--- src/rtl/fns_enc_25_seq_if.sv ---
// Handshake bundle for the Fibonacci encoder: an input word channel and a
// result channel carrying the 25-digit codeword and the range-error flag.

`ifndef FBLEN25
`define FBLEN25 19
`endif

interface fns_enc_25_seq_if #(
  parameter int DW = `FBLEN25
);
  logic          in_valid;
  logic          in_ready;
  logic [DW-1:0] datain;
  logic          out_valid;
  logic          out_ready;
  logic [24:0]   codeout;
  logic          err;

  // Producer/consumer side: drives words in and takes results out.
  modport master (
    output in_valid, datain, out_ready,
    input  in_ready, out_valid, codeout, err
  );

  // Encoder side.
  modport slave (
    input  in_valid, datain, out_ready,
    output in_ready, out_valid, codeout, err
  );
endinterface

--- src/rtl/fns_enc_25_seq.sv ---
// Sequential binary-to-Fibonacci encoder. One greedy digit is resolved per
// clock from the most significant weight down, so every in-range word takes
// the same 25 cycles regardless of its value. Weights are 1, 2, 3, 5, 8, ...
// (bit 0 = 1, bit 1 = 2, each further weight the sum of the two below it).

`ifndef FBLEN25
`define FBLEN25 19
`endif

module fns_enc_25_seq #(
  parameter int NDIG = 25,
  parameter int DW   = `FBLEN25
) (
  input  logic            clk,
  input  logic            rst_n,
  fns_enc_25_seq_if.slave bus
);

  typedef enum logic [1:0] {
    IDLE = 2'd0,
    CONV = 2'd1,
    DONE = 2'd2
  } state_t;

  localparam int         WW      = DW + 1;
  localparam logic [4:0] IDX_TOP = 5'(NDIG - 1);

  // Packed table of the digit weights, each WW bits wide, weight of digit k
  // at slice k. Built at elaboration time so the datapath only indexes it.
  function automatic logic [NDIG*WW-1:0] build_weights();
    logic [NDIG*WW-1:0] tab;
    logic [WW-1:0]      a;
    logic [WW-1:0]      b;
    logic [WW-1:0]      c;
    tab = '0;
    a   = WW'(1);
    b   = WW'(2);
    for (int k = 0; k < NDIG; k++) begin
      tab[k*WW +: WW] = a;
      c = a + b;
      a = b;
      b = c;
    end
    return tab;
  endfunction

  // Largest encodable value: every digit set.
  function automatic logic [WW-1:0] sum_weights(input logic [NDIG*WW-1:0] tab);
    logic [WW-1:0] s;
    s = '0;
    for (int k = 0; k < NDIG; k++) begin
      s = s + tab[k*WW +: WW];
    end
    return s;
  endfunction

  localparam logic [NDIG*WW-1:0] WEIGHTS = build_weights();
  localparam logic [WW-1:0]      MAXV    = sum_weights(WEIGHTS);

  state_t        state_q, state_d;
  logic [4:0]    idx_q,   idx_d;
  logic [DW-1:0] rem_q,   rem_d;
  logic [24:0]   code_q,  code_d;
  logic          err_q,   err_d;
  logic [WW-1:0] w_cur;
  logic          take_digit;

  // Weight of the digit currently being resolved and the greedy decision.
  always_comb begin
    w_cur      = WEIGHTS[int'(idx_q)*WW +: WW];
    take_digit = ({1'b0, rem_q} >= w_cur);
  end

  // Next-state and datapath update: accept in IDLE, one digit per cycle in
  // CONV, hold the result in DONE until the consumer takes it.
  always_comb begin
    state_d = state_q;
    idx_d   = idx_q;
    rem_d   = rem_q;
    code_d  = code_q;
    err_d   = err_q;
    case (state_q)
      IDLE: begin
        if (bus.in_valid) begin
          code_d = '0;
          if ({1'b0, bus.datain} > MAXV) begin
            // Out-of-range words skip conversion entirely.
            err_d   = 1'b1;
            state_d = DONE;
          end else begin
            err_d   = 1'b0;
            rem_d   = bus.datain;
            idx_d   = IDX_TOP;
            state_d = CONV;
          end
        end
      end
      CONV: begin
        if (take_digit) begin
          code_d[idx_q] = 1'b1;
          rem_d         = rem_q - w_cur[DW-1:0];
        end else begin
          code_d[idx_q] = 1'b0;
        end
        if (idx_q == 5'd0) begin
          state_d = DONE;
        end else begin
          idx_d = idx_q - 5'd1;
        end
      end
      DONE: begin
        if (bus.out_ready) begin
          state_d = IDLE;
        end
      end
      default: begin
        state_d = IDLE;
      end
    endcase
  end

  // State and datapath registers; reset abandons any conversion in flight.
  always_ff @(posedge clk or negedge rst_n) begin
    if (!rst_n) begin
      state_q <= IDLE;
      idx_q   <= IDX_TOP;
      rem_q   <= '0;
      code_q  <= '0;
      err_q   <= 1'b0;
    end else begin
      state_q <= state_d;
      idx_q   <= idx_d;
      rem_q   <= rem_d;
      code_q  <= code_d;
      err_q   <= err_d;
    end
  end

  assign bus.in_ready  = (state_q == IDLE);
  assign bus.out_valid = (state_q == DONE);
  assign bus.codeout   = code_q;
  assign bus.err       = err_q;

endmodule

--- src/flat_wrapper.sv ---
// flat-port wrapper written by rule: the top's interface ports become plain ports
module fns_enc_25_seq_flat 
#(
  parameter int NDIG = 25,
  parameter int DW   = `FBLEN25
)
  (clk, rst_n, bus_in_valid, bus_datain, bus_out_ready, bus_in_ready, bus_out_valid, bus_codeout, bus_err);
  fns_enc_25_seq_if #(.DW(DW)) bus_i ();
  input  logic clk;
  input  logic rst_n;
  input wire logic [$bits(bus_i.in_valid)-1:0] bus_in_valid;
  input wire logic [$bits(bus_i.datain)-1:0] bus_datain;
  input wire logic [$bits(bus_i.out_ready)-1:0] bus_out_ready;
  output wire logic [$bits(bus_i.in_ready)-1:0] bus_in_ready;
  output wire logic [$bits(bus_i.out_valid)-1:0] bus_out_valid;
  output wire logic [$bits(bus_i.codeout)-1:0] bus_codeout;
  output wire logic [$bits(bus_i.err)-1:0] bus_err;
  assign bus_i.in_valid = bus_in_valid;
  assign bus_i.datain = bus_datain;
  assign bus_i.out_ready = bus_out_ready;
  assign bus_in_ready = bus_i.in_ready;
  assign bus_out_valid = bus_i.out_valid;
  assign bus_codeout = bus_i.codeout;
  assign bus_err = bus_i.err;
  fns_enc_25_seq #(.NDIG(NDIG), .DW(DW)) u_core (.clk(clk), .rst_n(rst_n), .bus(bus_i));
endmodule
--- config.mk ---
export PLATFORM = sky130hd
export DESIGN_NAME = fns_enc_25_seq_flat
export DESIGN_NICKNAME = d
export VERILOG_FILES = /design/src/rtl/fns_enc_25_seq_if.sv /design/src/rtl/fns_enc_25_seq.sv /design/src/flat_wrapper.sv
export SDC_FILE = /design/constraint.sdc
export NUM_CORES = 1
export LEC_CHECK = 0
export BUFFER_PORTS_ARGS = -buffer_cell sky130_fd_sc_hd__buf_2
export CORE_MARGIN = 1.5
export CORE_UTILIZATION = 59
export DETAILED_ROUTE_END_ITERATION = 10
export GPL_TIMING_DRIVEN = 0
export PLACE_DENSITY = 0.81
export SLEW_MARGIN = 20
export SYNTH_ARGS = -nofsm -noshare
export SYNTH_HDL_FRONTEND = slang
export SYNTH_SLANG_ARGS = --single-unit
--- constraint.sdc ---
create_clock -name clk -period 5.1 [get_ports clk]
set_input_delay 0.51 -clock clk [delete_from_list [all_inputs] [get_ports clk]]
set_output_delay 0.51 -clock clk [all_outputs]
set_load 0.005 [all_outputs]
Yosys cells after proc, flatten, opt, wreduce, memory -nomap -nowiden
Index checks and enable logic that the tools add are counted.

cells by class
  add/sub/neg operators = 2
  multiply operators = 1
  magnitude comparators = 4
  equal/unequal tests = 8
  shift operators = 1
  mux-type cells = 19
  bitwise gates (word level) = 3
  reduce and logical (&&, ||, !) cells = 9

operator list
  cell                          count
  $shiftx A500 B32 Y20 const A  1
  $mux W19                      3
  $mux W25                      2
  $pmux W25 S2                  1
  $pmux W19 S2                  1
  $and A25 B25 Y25              1
  $not A25 Y25                  1
  $or A25 B25 Y25               1
  $ge A19 B20 Y1                1
  $gt A19 B19 Y1 const B        1
  $sub A19 B19 Y19              1
  $mux W5                       3
  $pmux W5 S2                   1
  $mul A5 B3 Y8 const B         1
  $mux W2                       4
  $ne A2 B2 Y1 const B          4
  $reduce_and A4 Y1             2
  $lt A5 B6 Y1 const B          1
  $pmux W2 S3                   1
  $demux W1 S5                  1
  $ge A5 B1 Y1 const B          1
  $logic_not A5 Y1              1
  $sub A5 B1 Y5 const B         1
  $ne A2 B1 Y1 const B          2
  8 further kinds               10

word-level totals
  flip-flop bits (word level) = 52
  input port bits = 23
  output and inout port bits = 28

Longest topological paths before layout
  word-level depth = 8
  depth in mapped cells = 19

Worst setup path before layout
Ideal clock, no wire load.

  kind = register to register
  from = register u_core.idx_q[1]
  to = register u_core.rem_q[14]
  arrival = 3708 ps
  setup slack = 1267 ps
  stages on the path, launching flop included = 17
  buffers on the path = 2
  path through = dfrtp_1 > clkbuf_1 > inv_1 > ha_1 > o21ai_0 > a21oi_1 > nor2_1 > a211oi_1 > ha_1 > fa_1 > nor2b_4 > o31a_1 > o221a_1 > or4_4 > and2_4 > buf_6 > a221o_1

on the way
  cells in the longest elaborated chain, start to end = 5

ends and longest elaborated chain
  what                                                       RTL line                                     source
  from (decl)                                                fns_enc_25_seq.sv:61                         logic [4:0] idx_q, idx_d;
  from (signal assigned)                                     fns_enc_25_seq.sv:132                        idx_q <= idx_d;
  $mul A5 B3 Y8 *                                            fns_enc_25_seq.sv:70                         w_cur = WEIGHTS[int'(idx_q)*WW +: WW];
  $shiftx A500 B32 Y20 *                                     fns_enc_25_seq.sv:70
  $sub A19 B19 Y19 / $ge A19 B20 Y1 (equally long branches)  fns_enc_25_seq.sv:101, fns_enc_25_seq.sv:71
  $mux W19 / $ne A2 B1 Y1 (equally long branches)            -
  $pmux W19 S2 / $reduce_and A4 Y1 (equally long branches)   -
  to (signal assigned)                                       fns_enc_25_seq.sv:133                        rem_q <= rem_d;
  to (decl)                                                  fns_enc_25_seq.sv:62                         logic [DW-1:0] rem_q, rem_d;

Every way passes the cells marked *; elsewhere a longest branch is shown, timed or not. The select of a mux whose other input is x is not followed.
A chain may end at the register's enable or synchronous reset.

Final worst setup path
  from = register u_core.idx_q[1]
  to = register u_core.rem_q[3]

Same word-level chain as after synthesis.

==> flow_metrics.env <==
export IMPL_finalHoldViolations=0
export IMPL_dieArea_sq_um=7478
export IMPL_cp_start_kind="register"
export IMPL_grt_total_usage_pct=35.37
export IMPL_io_pins=51
export IMPL_post_cts_setup_buffers=0
export IMPL_antenna_found_initial=0
export IMPL_fin_ws_ns=0.3774
export IMPL_diodes=0
export IMPL_grt_pass1_vias=4079
export IMPL_cp_max_fo=10
export IMPL_die_x_um=86.48
export IMPL_dp_hpwl_mm=9.353
export IMPL_dp_slack_ns=0.4730
export IMPL_whs_ns=0.2269
export IMPL_die_h_um=86.48
export IMPL_clkTransAtPathRegs_ns=0.10
export IMPL_placed_area_sq_um=4464
export IMPL_nNetsFinal=614
export IMPL_cts_buffers=5
export IMPL_path_cells="clkbuf_1, inv_1, ha_1, o21ai_0, a21oi_1, nor2_1, a211oi_1, ha_1, fa_1, nor2b_4, o31a_1, o221a_1, or4_4, nand2_1, buf_4, o22ai_1, a2bb2oi_1"
export IMPL_clkSinkCount=52
export IMPL_status="completed"
export IMPL_cp_arrival_ns=4.96
export IMPL_fmax_mhz=211.7
export IMPL_finClkSkew_ns=0.01183
export IMPL_final_setup_tns_ns=0
export IMPL_fin_crit_sh_pct=92.60
export IMPL_antenna_left=0
export IMPL_min_period_ns=4.723
export IMPL_crit_path_max_incr_delay_ns=0.56
export IMPL_worst_hold_path_type="in2async"
export IMPL_drt_iter0_markers=352
export IMPL_grt_max_degree=53
export IMPL_synth_avg_cell_area_sq_um=8.109
export IMPL_route_detailed_drc=0
export IMPL_dominantRegCellSynth="dfrtp_1"
export IMPL_synth_cells=507
export IMPL_m1WireLength_mm=5.223
export IMPL_cts_htree_levels=2
export IMPL_synth_seq_cells=52
export IMPL_maxSlewHeadroom_pct=49.97
export IMPL_syn_nets=557
export IMPL_tightest_slew_ns=0.7477
export IMPL_cts_root_buf="clkbuf_8"
export IMPL_drt_total_wl_mm=12.57
export IMPL_finalInstanceArea_sq_um=4553
export IMPL_vias_per_cell=6.577
export IMPL_critPathCaptureType="register"
export IMPL_wl_met2_mm=5.819
export IMPL_rsz0062_at_grt="no"
export IMPL_grt_pass1_wl_mm=20.38
export IMPL_rows=30
export IMPL_synthToLayoutAreaGrowth_pct=10.74
export IMPL_via_count=4242
export IMPL_async_flop_share_pct=100.0
export IMPL_ctsResizeCount=0
export IMPL_synth_cell_type_count=63
export IMPL_start_util_pct=60.85
export IMPL_gp_congestion=0.9879
export IMPL_worstSkewPairLatency_ns=0.31
export IMPL_clockBufferDepth=2
export IMPL_highest_layer="met4"
export IMPL_slew_violations=0
export IMPL_wl_per_cell_um=19.49
export IMPL_worstPathRequired_ns=5.33
export IMPL_dr_wl_met3_um=873
export IMPL_finalSetupViolations=0
export IMPL_dr_pass1_iters=5
export IMPL_max_cap_violations=0
export IMPL_critical_path_class="reg2reg"
export IMPL_fillCellCount=563
export IMPL_cts_hold_fix_buffers=0
export IMPL_cts_tree="done"
export IMPL_yosysSeqAreaShare_pct=31.71
export IMPL_slowest_stage="or4_4"
export IMPL_yosys_warnings=0
export IMPL_coreArea_sq_um=6756
export IMPL_cp_common_cell="ha_1"
export IMPL_drive_gt1_share_pct=13.45
export IMPL_portBuffers=50
export IMPL_synth_edff_count=0
export IMPL_syn_area_sq_um=4111
export IMPL_overflow=0
[flip-flops by register name, summed over array words and instances (netlist names)]
register,count
u_core.bus.codeout,25
u_core.idx_q,5
u_core.bus.err,1
u_core.state_q,2
u_core.rem_q,19
[metrics by stage]
step           utilization (%)  cells
2_1_floorplan                -    507
3_5_place_dp             66.07    637
4_1_cts                  67.39    645
6_report                 67.39    645
3_3_place_gp             66.04    637
5_1_grt                  67.39    645
[path summary, 6_finish.rpt]
kind | start | to | slack [ns] | cells past startpoint
setup / recovery | u_core.idx_q[1] | u_core.rem_q[3] | 0.38 | 17
min in group clk | bus_out_ready | u_core.state_q[1] | 0.45 | 3
hold / removal | rst_n | u_core.bus.codeout[1] | 0.23 | 1
max in group asynchronous | rst_n | u_core.rem_q[6] | 4.42 | 1
hold reg to reg | u_core.bus.codeout[13] | u_core.bus.codeout[13] | 0.51 | 2
setup reg to reg | u_core.idx_q[1] | u_core.rem_q[3] | 0.38 | 17
[placed cells by master (no fill, tap or decap), types with 8 or more instances in the layout]
master,count
a31oi_1,17
o21ai_0,62
a21oi_1,40
buf_2,49
nand2b_1,8
nand3_1,15
inv_1,13
nor3_1,9
ha_1,26
nand2_1,62
dfrtp_1,50
clkbuf_1,33
nor2_1,22
nor2b_1,11
[routing by layer]
metal  vias up  GRT usage [%]
li1       1995              -
met4         0          21.26
met5         -              0
met1      1984          45.24
met3        54          5.524
met2       209          56.32
[area by class of cell]
| type | count | area [sq um] | share of cell area, % |
|---|---|---|---|
| clock buffer | 6 | 72.57 | 1.594 |
| buffer | 37 | 161.4 | 3.545 |
| sequential | 52 | 1304 | 28.63 |
| multi-input combinational | 405 | 2597 | 57.05 |
| clock inverter | 2 | 16.27 | 0.3572 |
| tap | 80 | 100.1 | 2.198 |
| timing repair buffer | 50 | 252.7 | 5.551 |
| inverter | 13 | 48.80 | 1.072 |
[cell usage after synthesis, types with 7 or more instances]
cell	count	area share, %
a21o_1	7	1.3
a31oi_1	17	2.6
ha_1	26	7.9
a21oi_1	40	4.9
dfrtp_1	50	30
o21ai_0	62	7.5
nor2b_1	11	1.7
o31ai_1	7	1.3
nor3_1	9	1.1
nand2_1	62	5.7
nor2_1	22	2.0
nand2b_1	8	1.2
inv_1	13	1.2
nand3_1	15	1.8
clkbuf_1	32	2.9
[kinds of logic (layout without fill, tap and decap cells)]
logic type,count (synthesis),count (layout),share of synthesized area (%)
DFF,52,52,31.71
and+or+nand+nor,164,164,19.93
adders and majority gates,27,27,8.399
muxes,4,4,1.035
buffers and inverters,50,108,5.113
AOI/OAI and AO/OA,198,198,31.25
xor gates and xnor gates,12,12,2.556
[critical path: cells and delay by family, from the launching register on]
kind / cells / cell delay [ns]
buffers and inverters: 3 / 0.80
AND/OR/NAND/NOR: 4 / 0.90
flip-flops: 1 / 0.44
adder cells (fa/ha/maj): 3 / 0.99
AO/OA/AOI/OAI: 7 / 1.53
Power is not shown: default switching activity piles up to over one toggle a cycle in this logic, so the estimate is an artifact.
